===== config.mk =====
export PLATFORM = sky130hd
export DESIGN_NAME = viterbi_frame_ctrl_flat
export DESIGN_NICKNAME = d
export VERILOG_FILES = /design/src/rtl/viterbi_frame_ctrl_if.sv /design/src/rtl/viterbi_frame_ctrl.sv /design/src/flat_wrapper.sv
export SDC_FILE = /design/constraint.sdc
export NUM_CORES = 1
export LEC_CHECK = 0
export BUFFER_PORTS_ARGS = -buffer_cell sky130_fd_sc_hd__buf_2
export CAP_MARGIN = 10
export CORE_MARGIN = 2
export CORE_UTILIZATION = 53
export DETAILED_ROUTE_END_ITERATION = 16
export PLACE_DENSITY = 0.84
export SYNTH_ARGS = -nofsm -noshare
export SYNTH_HDL_FRONTEND = slang
export SYNTH_SLANG_ARGS = --single-unit

===== constraint.sdc =====
create_clock -name clk -period 1.9 [get_ports clk]
set_input_delay 0.285 -clock clk [delete_from_list [all_inputs] [get_ports clk]]
set_output_delay 0.285 -clock clk [all_outputs]
set_load 0.01 [all_outputs]

===== src/rtl/viterbi_frame_ctrl_if.sv =====
// Channel-side and decoder-side handshake bundle of the Viterbi frame controller.
// The master modport is the controller; the slave modport is its environment.
interface viterbi_frame_ctrl_if #(
    parameter int N = 8
);
    logic         start;
    logic         symValid;
    logic [1:0]   symData;
    logic         symReady;
    logic         decStart;
    logic         decSymValid;
    logic [1:0]   decData;
    logic         decReady;
    logic         decValid;
    logic         decBit;
    logic [N-1:0] frameData;
    logic         frameValid;
    logic         busy;
    logic         error;

    modport master (
        input  start, symValid, symData, decReady, decValid, decBit,
        output symReady, decStart, decSymValid, decData, frameData, frameValid, busy, error
    );

    modport slave (
        output start, symValid, symData, decReady, decValid, decBit,
        input  symReady, decStart, decSymValid, decData, frameData, frameValid, busy, error
    );
endinterface


===== src/rtl/viterbi_frame_ctrl.sv =====
// Frame sequencer for the Viterbi decoder: buffers N channel symbols, feeds them to the
// decoder under handshake, assembles the decoded bits and aborts on a decoder stall.
module viterbi_frame_ctrl #(
    parameter int N       = 8,
    parameter int TIMEOUT = 64
) (
    input  logic                 clk,
    input  logic                 rstN,
    viterbi_frame_ctrl_if.master bus
);
    localparam int CW = $clog2(N + 1);
    localparam int IW = (N > 1) ? $clog2(N) : 1;
    localparam int WW = $clog2(TIMEOUT + 1);
    localparam logic [CW-1:0] CNT_LAST = CW'(N - 1);
    localparam logic [CW-1:0] CNT_FULL = CW'(N);
    localparam logic [WW-1:0] WD_LAST  = WW'(TIMEOUT - 1);

    typedef enum logic [2:0] {
        IDLE    = 3'd0,
        LOAD    = 3'd1,
        STRT    = 3'd2,
        FEED    = 3'd3,
        COLLECT = 3'd4,
        DONE    = 3'd5,
        ERR     = 3'd6
    } state_e;

    state_e           state_q, state_d;
    logic [CW-1:0]    sym_cnt_q, sym_cnt_d;
    logic [CW-1:0]    feed_cnt_q, feed_cnt_d;
    logic [CW-1:0]    bit_cnt_q, bit_cnt_d;
    logic [WW-1:0]    wd_q, wd_d;
    logic [N-1:0][1:0] buf_q, buf_d;
    logic [N-1:0]     frame_q, frame_d;
    logic             frame_valid_q, frame_valid_d;

    logic in_dec, start_ok, sym_acc, dec_xfer, bit_acc, progress, bits_done, wd_hit;
    logic [IW-1:0] sym_idx, feed_idx, bit_idx;
    logic sym_ready, dec_start, dec_sym_valid, busy, err;
    logic [1:0] dec_data;

    assign in_dec    = (state_q == FEED) || (state_q == COLLECT);
    assign start_ok  = bus.start && ((state_q == IDLE) || (state_q == DONE) || (state_q == ERR));
    assign sym_acc   = bus.symValid && (state_q == LOAD);
    assign dec_xfer  = bus.decReady && (state_q == FEED);
    assign bit_acc   = bus.decValid && in_dec && (bit_cnt_q != CNT_FULL);
    assign progress  = dec_xfer || bit_acc;
    // Counts the bit accepted this cycle, so a last bit coinciding with the last symbol finishes at once.
    assign bits_done = (bit_cnt_q == CNT_FULL) || (bit_acc && (bit_cnt_q == CNT_LAST));
    assign wd_hit    = in_dec && !progress && (wd_q == WD_LAST);
    assign sym_idx   = sym_cnt_q[IW-1:0];
    assign feed_idx  = feed_cnt_q[IW-1:0];
    assign bit_idx   = bit_cnt_q[IW-1:0];

    always_ff @(posedge clk or negedge rstN) begin
        if (!rstN) state_q <= IDLE;
        else       state_q <= state_d;
    end

    always_comb begin
        state_d = state_q;
        case (state_q)
            IDLE:    if (start_ok) state_d = LOAD;
            LOAD:    if (sym_acc && (sym_cnt_q == CNT_LAST)) state_d = STRT;
            STRT:    state_d = FEED;
            FEED: begin
                if (wd_hit) state_d = ERR;
                else if (dec_xfer && (feed_cnt_q == CNT_LAST)) state_d = bits_done ? DONE : COLLECT;
            end
            COLLECT: begin
                if (wd_hit)         state_d = ERR;
                else if (bits_done) state_d = DONE;
            end
            DONE, ERR: if (start_ok) state_d = LOAD;
            default: state_d = IDLE;
        endcase
    end

    always_comb begin
        sym_cnt_d  = sym_cnt_q;
        feed_cnt_d = feed_cnt_q;
        bit_cnt_d  = bit_cnt_q;
        wd_d       = wd_q;
        buf_d      = buf_q;
        frame_d    = frame_q;
        if (start_ok) begin
            sym_cnt_d  = '0;
            feed_cnt_d = '0;
            bit_cnt_d  = '0;
            wd_d       = '0;
            frame_d    = '0;
        end
        if (sym_acc) begin
            buf_d[sym_idx] = bus.symData;
            sym_cnt_d      = sym_cnt_q + 1'b1;
        end
        if (dec_xfer) feed_cnt_d = feed_cnt_q + 1'b1;
        if (bit_acc) begin
            frame_d[bit_idx] = bus.decBit;
            bit_cnt_d        = bit_cnt_q + 1'b1;
        end
        if (in_dec) wd_d = progress ? '0 : wd_q + 1'b1;
        frame_valid_d = (state_d == DONE) && (state_q != DONE);
    end

    always_ff @(posedge clk or negedge rstN) begin
        if (!rstN) begin
            sym_cnt_q     <= '0;
            feed_cnt_q    <= '0;
            bit_cnt_q     <= '0;
            wd_q          <= '0;
            buf_q         <= '0;
            frame_q       <= '0;
            frame_valid_q <= 1'b0;
        end else begin
            sym_cnt_q     <= sym_cnt_d;
            feed_cnt_q    <= feed_cnt_d;
            bit_cnt_q     <= bit_cnt_d;
            wd_q          <= wd_d;
            buf_q         <= buf_d;
            frame_q       <= frame_d;
            frame_valid_q <= frame_valid_d;
        end
    end

    always_comb begin
        sym_ready     = 1'b0;
        dec_start     = 1'b0;
        dec_sym_valid = 1'b0;
        busy          = 1'b0;
        err           = 1'b0;
        dec_data      = 2'b00;
        case (state_q)
            LOAD:    begin sym_ready = 1'b1; busy = 1'b1; end
            STRT:    begin dec_start = 1'b1; busy = 1'b1; end
            FEED:    begin dec_sym_valid = 1'b1; dec_data = buf_q[feed_idx]; busy = 1'b1; end
            COLLECT: busy = 1'b1;
            ERR:     err = 1'b1;
            default: ;
        endcase
    end

    assign bus.symReady    = sym_ready;
    assign bus.decStart    = dec_start;
    assign bus.decSymValid = dec_sym_valid;
    assign bus.decData     = dec_data;
    assign bus.busy        = busy;
    assign bus.error       = err;
    assign bus.frameData   = frame_q;
    assign bus.frameValid  = frame_valid_q;
endmodule

===== src/flat_wrapper.sv =====
// flat-port wrapper written by rule: the top's interface ports become plain ports
module viterbi_frame_ctrl_flat 
#(
    parameter int N       = 8,
    parameter int TIMEOUT = 64
)
  (clk, rstN, bus_start, bus_symValid, bus_symData, bus_decReady, bus_decValid, bus_decBit, bus_symReady, bus_decStart, bus_decSymValid, bus_decData, bus_frameData, bus_frameValid, bus_busy, bus_error);
  viterbi_frame_ctrl_if #(.N(N)) bus_i ();
  input  logic clk;
  input  logic rstN;
  input wire logic [$bits(bus_i.start)-1:0] bus_start;
  input wire logic [$bits(bus_i.symValid)-1:0] bus_symValid;
  input wire logic [$bits(bus_i.symData)-1:0] bus_symData;
  input wire logic [$bits(bus_i.decReady)-1:0] bus_decReady;
  input wire logic [$bits(bus_i.decValid)-1:0] bus_decValid;
  input wire logic [$bits(bus_i.decBit)-1:0] bus_decBit;
  output wire logic [$bits(bus_i.symReady)-1:0] bus_symReady;
  output wire logic [$bits(bus_i.decStart)-1:0] bus_decStart;
  output wire logic [$bits(bus_i.decSymValid)-1:0] bus_decSymValid;
  output wire logic [$bits(bus_i.decData)-1:0] bus_decData;
  output wire logic [$bits(bus_i.frameData)-1:0] bus_frameData;
  output wire logic [$bits(bus_i.frameValid)-1:0] bus_frameValid;
  output wire logic [$bits(bus_i.busy)-1:0] bus_busy;
  output wire logic [$bits(bus_i.error)-1:0] bus_error;
  assign bus_i.start = bus_start;
  assign bus_i.symValid = bus_symValid;
  assign bus_i.symData = bus_symData;
  assign bus_i.decReady = bus_decReady;
  assign bus_i.decValid = bus_decValid;
  assign bus_i.decBit = bus_decBit;
  assign bus_symReady = bus_i.symReady;
  assign bus_decStart = bus_i.decStart;
  assign bus_decSymValid = bus_i.decSymValid;
  assign bus_decData = bus_i.decData;
  assign bus_frameData = bus_i.frameData;
  assign bus_frameValid = bus_i.frameValid;
  assign bus_busy = bus_i.busy;
  assign bus_error = bus_i.error;
  viterbi_frame_ctrl #(.N(N), .TIMEOUT(TIMEOUT)) u_core (.clk(clk), .rstN(rstN), .bus(bus_i));
endmodule

==> impl_metrics.tcl, run 1 <==
set metrics [dict create \
    fin_skew_ns 0.00425 \
    die_h_um 73.6 \
    post-place-cells 311 \
    syn_to_final_growth_pct 15.9 \
    yosys_warnings 0 \
    crit_chain "mux4_2, mux2i_1, nor2_1, buf_2" \
    crit_arrival_ns 1.66 \
    fillCellCount 364 \
    core_um2 4690 \
    initial_core_util_pct 54.7 \
    fin_ws_ns -0.0463 \
    cp-endpoint "bus_decData[1]" \
    grt_overflow_total 0 \
    clk_pin_slew_ns 0.08 \
    synthArstFlopShare_pct 100 \
    synthCells 232 \
    leakage_nw 1.41 \
    grt_start_max_net_pins 25 \
    violations "setup timing" \
    cp.depth 4 \
    multi_input_area_um2 1320 \
    hpwl_um 4070 \
    seqPwrFrac_pct 41.2 \
    nets 286 \
    worst-setup-path-type "flop to output pin" \
    ant_nets 0 \
    clk_latency_ns 0.30 \
    hold_path_class "input pin to flop" \
    grt_pass1_vias 1938 \
    synth-main-ff-cell "dfrtp_1" \
    ff_latch_area_um2 1180 \
    yosysUniqueCellTypes 58 \
    drv_slew 0 \
    antenna_cells 0 \
    drive_gt1_share_pct 32.4 \
    final-setup-viol-count 2 \
    critPathBufInv 1 \
    io_pins 25 \
    grt_pass1_wl_um 9540 \
    slew_headroom_pct 61.9 \
    dieArea_um2 5420 \
    start_kind "flop" \
    cts-root-buf "clkbuf_8" \
    path_max_fanout 6 \
    die_x_um 73.6 \
    post-route-period-util_pct 102 \
    vias 2010 \
    max_cap_violations 0 \
    antenna_found_initial 0 \
    power_per_cell_area_nw_per_um2 1330 \
    switching_share_pct 36.6 \
    ff2ff_setup_slack_ns 0.11 \
    p_int_w 0.00251 \
    drtIter0Drc 259 \
    place_congestion 0.842 \
    synth_seq_area_share_pct 45.8 \
    combinationalPowerShare_pct 40.9 \
    port_buffers 24 \
    vias_per_cell 6.17 \
    crit_family "multiplexers" \
    dr.pass1.iters 4 \
    end_kind "output pin" \
    cts_tree "yes" \
    rows 25 \
    r2r-end "u_core.state_q[2]$_DFF_PN0_" \
    grt_usage_pct 23.2 \
    p_clk_share_pct 17.9 \
    clockBufferDepth 2 \
    syn-cell-area_um2 2570 \
    crit_start "u_core.feed_cnt_q[0]$_DFFE_PN0P_" \
    rsz0062_at_grt "true" \
    htree_levels 2 \
    cp.required_ns 1.62 \
    synth_edf_count 0 \
    fmax_ghz 0.514 \
    fin_crit_ns 1.95 \
    cts.sinks 47 \
    ir_drop_mv 0.586 \
    syn_avg_cell_area_um2 11.1 \
    fin_cells 326 \
    syn_nets 246 \
    critical_path.max_stage_delay_ns 0.54 \
    synth_seq_cells 47 \
    reg2regPathDepth 6 \
    wirelength_um 5750 \
    outcome "complete, but fails checks" \
    finalHoldViolCount 0 \
    r2r_start "u_core.bit_cnt_q[0]$_DFFE_PN0P_" \
    drc 0 \
    numCtsBuffers 5 \
    post_drt_wl_per_cell_um 17.6 \
    slowest_stage "mux4_2" \
    p_sw_w 0.00145 \
    whs_path_depth 2 \
    pre_cts_ws_ns 0.100 \
    tightestPinTransition_ns 0.572 \
]
==> power groups by stage <==
| stage | Clock, W | Combinational, W | Sequential, W |
|---|---|---|---|
| floorplan | 0 | 0.00119 | 0.00152 |
| global placement | 0 | 0.00148 | 0.00161 |
| detailed placement | 0 | 0.00154 | 0.00163 |
| CTS | 0.000717 | 0.00157 | 0.00162 |
| global route | 0.000758 | 0.00177 | 0.00168 |
| finish | 0.000711 | 0.00162 | 0.00163 |
==> final cells by class <==
| cell class | instances | area share [%] |
|---|---|---|
| clock buffers | 6 | 2.44 |
| multi-input cells | 166 | 44.4 |
| well taps | 54 | 2.27 |
| repair buffers | 44 | 9.17 |
| clock inverters | 1 | 1.01 |
| inverters | 8 | 1.05 |
| flip-flops and latches | 47 | 39.6 |
==> through the flow <==
stage | total power (W) | hold WS, ns | cell area (µm²) | TNS, ns | utilization (%)
floorplan | 0.00271 | -0.0106 | 2570 | 0 | -
global placement | 0.00308 | 0.320 | 2790 | 0 | 59.5
detailed placement | 0.00317 | 0.314 | 2790 | 0 | 59.5
CTS | 0.00390 | 0.333 | 2910 | -0.132 | 62.1
global route | 0.00420 | 0.351 | 2980 | -0.189 | 63.4
finish | 0.00396 | 0.326 | 2980 | -0.0829 | 63.4
==> cell usage in the layout, fill, tap and decap left out, types with 2 or more instances in the layout <==
cell type | synthesis | final
dfrtp_1 | 47 | 45
buf_2 | 2 | 24
o21ai_0 | 20 | 20
buf_4 | 3 | 19
mux2_2 | 15 | 15
nand2_1 | 12 | 12
nand3_1 | 10 | 10
nor2_1 | 10 | 10
mux2i_1 | 10 | 10
a21oi_1 | 9 | 9
inv_1 | 7 | 7
nand4b_1 | 5 | 5
ha_1 | 5 | 5
clkbuf_8 | 0 | 5
nor3_1 | 5 | 4
o211ai_1 | 4 | 4
mux4_2 | 4 | 4
nor3b_2 | 2 | 3
and3_1 | 3 | 3
nor2b_1 | 3 | 3
nand3b_1 | 2 | 2
or3_1 | 2 | 2
a21o_1 | 2 | 2
xor2_1 | 2 | 2
a31oi_1 | 2 | 2
o21a_1 | 3 | 2
nand2b_1 | 2 | 2
mux2_4 | 2 | 2
a211o_1 | 2 | 2
a22o_1 | 2 | 2
dfrtp_2 | 0 | 2
==> cells by family (layout without fill, tap and decap cells) <==
group                    count (synthesis)  after routing  synth area share [%]
multiplexers                            31             31                  15.2
flip-flops                              47             47                  45.8
AND/OR/NAND/NOR                         68             68                  16.4
AO/OA/AOI/OAI                           59             59                  15.8
adder cells (fa/ha/maj)                  5              5                  2.44
XOR/XNOR                                 3              3                  1.02
buffers and inverters                   19             59                  3.36
==> sequential cells by signal (all words and copies together), names as in the netlist <==
| name | cells |
|---|---|
| u_core.bus.frameValid | 1 |
| u_core.bus.frameData | 8 |
| u_core.buf_q | 16 |
| u_core.bit_cnt_q | 4 |
| u_core.feed_cnt_q | 4 |
| u_core.state_q | 3 |
| u_core.wd_q | 7 |
| u_core.sym_cnt_q | 4 |
==> what timing repair did <==
| item | CTS | global route |
|---|---|---|
| setup buffers | 1 | 6 |
| hold buffers | 1 | 0 |
| pin swaps | 0 | 1 |
| endpoints found under the setup margin | 2 | 14 |
| resized for setup | 1 | 5 |
| hold endpoints to repair | 20 | 0 |
==> cells in the mapped netlist (3+ instances only) <==
library cell | n | area [µm²]
inv_1 | 7 | 26.3
nand3_1 | 10 | 50.1
a21oi_1 | 9 | 45.0
mux4_2 | 4 | 90.1
and3_1 | 3 | 18.8
mux2i_1 | 10 | 100
buf_4 | 3 | 22.5
nand2_1 | 12 | 45.0
nor2b_1 | 3 | 18.8
nor2_1 | 10 | 37.5
dfrtp_1 | 47 | 1180
nor3_1 | 5 | 25.0
o21a_1 | 3 | 22.5
mux2_2 | 15 | 169
o211ai_1 | 4 | 30.0
ha_1 | 5 | 62.6
o21ai_0 | 20 | 100
nand4b_1 | 5 | 43.8
clkbuf_1 | 6 | 22.5
==> worst min-delay path by stage <==
stage                   start                              end  slack [ns]
3_3_place_gp             rstN      u_core.buf_q[2]$_DFFE_PN0P_        0.32
6_report       bus_symData[0]     u_core.buf_q[10]$_DFFE_PN0P_        0.33
5_1_grt        bus_symData[1]      u_core.buf_q[7]$_DFFE_PN0P_        0.35
4_1_cts        bus_symData[0]     u_core.buf_q[12]$_DFFE_PN0P_        0.33
2_1_floorplan            rstN  u_core.bit_cnt_q[0]$_DFFE_PN0P_       -0.01
3_5_place_dp             rstN      u_core.buf_q[3]$_DFFE_PN0P_        0.31
==> worst register-to-register path, cell delays in order (launching register included) <==
cell and delay, ns:
dfrtp_1 0.40, inv_1 0.12, ha_1 0.16, nand3b_1 0.22, o2bb2ai_2 0.24, or3_1 0.40, o211ai_1 0.17
==> metal layers <==
metal	up-vias	wire [µm]	share of wire [%]	track usage, %
met2	72	2780	48	35.6
met1	982	2550	44	32.4
li1	945	-	-	-
met3	11	327	5.7	5.35
met4	0	87	1.5	7.68
met5	-	0	0	0
Note: power is estimated with default switching activity, not from simulation.
==> run 2: changes to the inputs <==
--- a/config.mk
+++ b/config.mk
@@ -10,6 +10,7 @@
 export CORE_MARGIN = 2
 export CORE_UTILIZATION = 53
 export DETAILED_ROUTE_END_ITERATION = 16
+export MAX_ROUTING_LAYER = met4
 export PLACE_DENSITY = 0.84
 export SYNTH_ARGS = -nofsm -noshare
 export SYNTH_HDL_FRONTEND = slang
==> run 2 against run 1 <==
Compared with the run above:
- the run still ends with setup timing left
- count of clock-buffer cells in the layout stayed put
- sequential power barely moved
- via count up 1.3%
- combinational power barely moved
- final area stayed put
- largest power group unchanged
==> impl_metrics.tcl, run 2 (same netlist as run 1, synthesis figures left out) <==
set metrics [dict create \
    cts_tree "yes" \
    fin_ws_ns -0.0444 \
    dr.pass1.iters 5 \
    drive_gt1_share_pct 32.4 \
    port_buffers 24 \
    p_int_w 0.00251 \
    whs_endpoint "u_core.buf_q[10]$_DFFE_PN0P_" \
    vias 2036 \
    dieArea_um2 5420 \
    nets 286 \
    post-place-cells 311 \
    cp.required_ns 1.62 \
    crit_arrival_ns 1.66 \
    fin_crit_ns 1.94 \
    post-route-period-util_pct 102 \
    p_clk_share_pct 17.9 \
    clk_pin_slew_ns 0.08 \
    grt_usage_pct 23.8 \
    tightestPinTransition_ns 0.574 \
    grt_pass1_wl_um 9540 \
    hp-start "bus_symData[0]" \
    syn_to_final_growth_pct 15.9 \
    fmax_ghz 0.514 \
    slew_headroom_pct 61.8 \
    max_cap_violations 0 \
    combinationalPowerShare_pct 40.9 \
    met3_usage_pct 4.94 \
    hold_path_class "input pin to flop" \
    largest_reg_flops 16 \
    violations "setup timing" \
    met1_usage_pct 32.5 \
    multi_input_area_um2 1320 \
    outcome "complete, but fails checks" \
    io_pins 25 \
    seqPwrFrac_pct 41.2 \
    rsz0062_at_grt "true" \
    post_drt_wl_per_cell_um 17.6 \
    die_x_um 73.6 \
    switching_share_pct 36.6 \
    numCtsBuffers 5 \
    power_per_cell_area_nw_per_um2 1330 \
    start_kind "flop" \
    antenna_found_initial 0 \
    vias_per_cell 6.25 \
    cts.sinks 47 \
    fin_util_pct 63.4 \
    drc 0 \
    antenna_cells 0 \
    place_congestion 0.855 \
    fillCellCount 364 \
    clk_latency_ns 0.30 \
    p_sw_w 0.00145 \
    clockBufferDepth 2 \
    finalHoldViolCount 0 \
    r2r-end "u_core.state_q[2]$_DFF_PN0_" \
    r2r_start "u_core.bit_cnt_q[0]$_DFFE_PN0P_" \
    rows 25 \
    ff2ff_setup_slack_ns 0.11 \
    globalRouteMet2Util_pct 35.5 \
    final_cell_mix "45 x dfrtp_1, 24 x buf_2, 20 x o21ai_0" \
    core_um2 4690 \
    worst-setup-path-type "flop to output pin" \
    fin_area_um2 2980 \
    regMostFlops "u_core.buf_q" \
    leakage_nw 1.41 \
    grt_start_max_net_pins 25 \
    die_h_um 73.6 \
    grt_busiest_layer "met2" \
    ff_latch_area_um2 1180 \
    grt_overflow_total 0 \
    ir_drop_mv 0.587 \
    place_area_um2 2790 \
    drv_slew 0 \
    htree_levels 2 \
    drtIter0Drc 234 \
    initial_core_util_pct 54.7 \
    ant_nets 0 \
    final_common_cell "dfrtp_1" \
    wirelength_um 5740 \
    path_max_fanout 6 \
    whs_path_depth 2 \
    final-setup-viol-count 2 \
    hpwl_um 4070 \
    fin_cells 326 \
    fin_skew_ns 0.00472 \
    end_kind "output pin" \
    grt_pass1_vias 1929 \
    reg2regPathDepth 6 \
    cts-root-buf "clkbuf_8" \
]
run 2: cell counts in the layout (fill, tap and decap cells not counted):
No cell type changed its count.
run 2: how the worst max path moves through the flow:
stage                     cells past startpoint                           to                        startpoint  slack [ns]
after global placement                        5  u_core.buf_q[3]$_DFFE_PN0P_       u_core.state_q[0]$_DFF_PN0_        0.15
after detailed placement                      5  u_core.buf_q[2]$_DFFE_PN0P_       u_core.state_q[0]$_DFF_PN0_        0.10
after global routing                          4               bus_decData[0]  u_core.feed_cnt_q[0]$_DFFE_PN0P_       -0.09
after CTS                                     4               bus_decData[1]  u_core.feed_cnt_q[0]$_DFFE_PN0P_       -0.07
after floorplan                               5  u_core.buf_q[2]$_DFFE_PN0P_       u_core.state_q[2]$_DFF_PN0_        0.14
final                                         4               bus_decData[1]  u_core.feed_cnt_q[0]$_DFFE_PN0P_       -0.04
run 2: repair_timing:
item	in CTS	in global routing
gates resized for setup	1	5
buffers inserted	1	6
hold buffers	1	0
hold endpoints to repair	20	0
pin swaps	0	1
setup endpoints to repair	2	14
run 2: area by class of cell:
cell class	instances	share of cell area [%]
Timing Repair Buffer	44	9.17
Clock inverter	1	1.01
Multi-Input combinational cell	166	44.4
Inverter	8	1.05
Sequential cell	47	39.6
Tap cell	54	2.27
Clock buffer	6	2.44
run 2: critical path: stages (launching register included):
cell and delay (ns):
dfrtp_2 0.47, mux4_2 0.54, mux2i_1 0.15, nor2_1 0.05, buf_2 0.14
run 2: metal layers:
layer	part of all wire, %	vias to the layer above
met1	44	998
met2	49	80
met3	5.3	12
met5	0	-
met4	1.4	0
li1	-	946
run 2: metrics by stage:
step / worst slack, ns / TNS, ns / hold WS (ns) / power [W]
finish: -0.0444 / -0.0757 / 0.326 / 0.00397
detailed placement: 0.100 / 0 / 0.314 / 0.00317
floorplan: 0.144 / 0 / -0.0106 / 0.00271
CTS: -0.0706 / -0.132 / 0.333 / 0.00390
global route: -0.0940 / -0.183 / 0.354 / 0.00420
global placement: 0.151 / 0 / 0.320 / 0.00308
run 2: power by group through the flow:
stage                     logic, W  clock network [W]  registers (W)
after floorplan            0.00119                  0        0.00152
after global placement     0.00148                  0        0.00161
after detailed placement   0.00154                  0        0.00163
after CTS                  0.00157           0.000717        0.00162
after global routing       0.00177           0.000755        0.00168
final                      0.00162           0.000709        0.00163
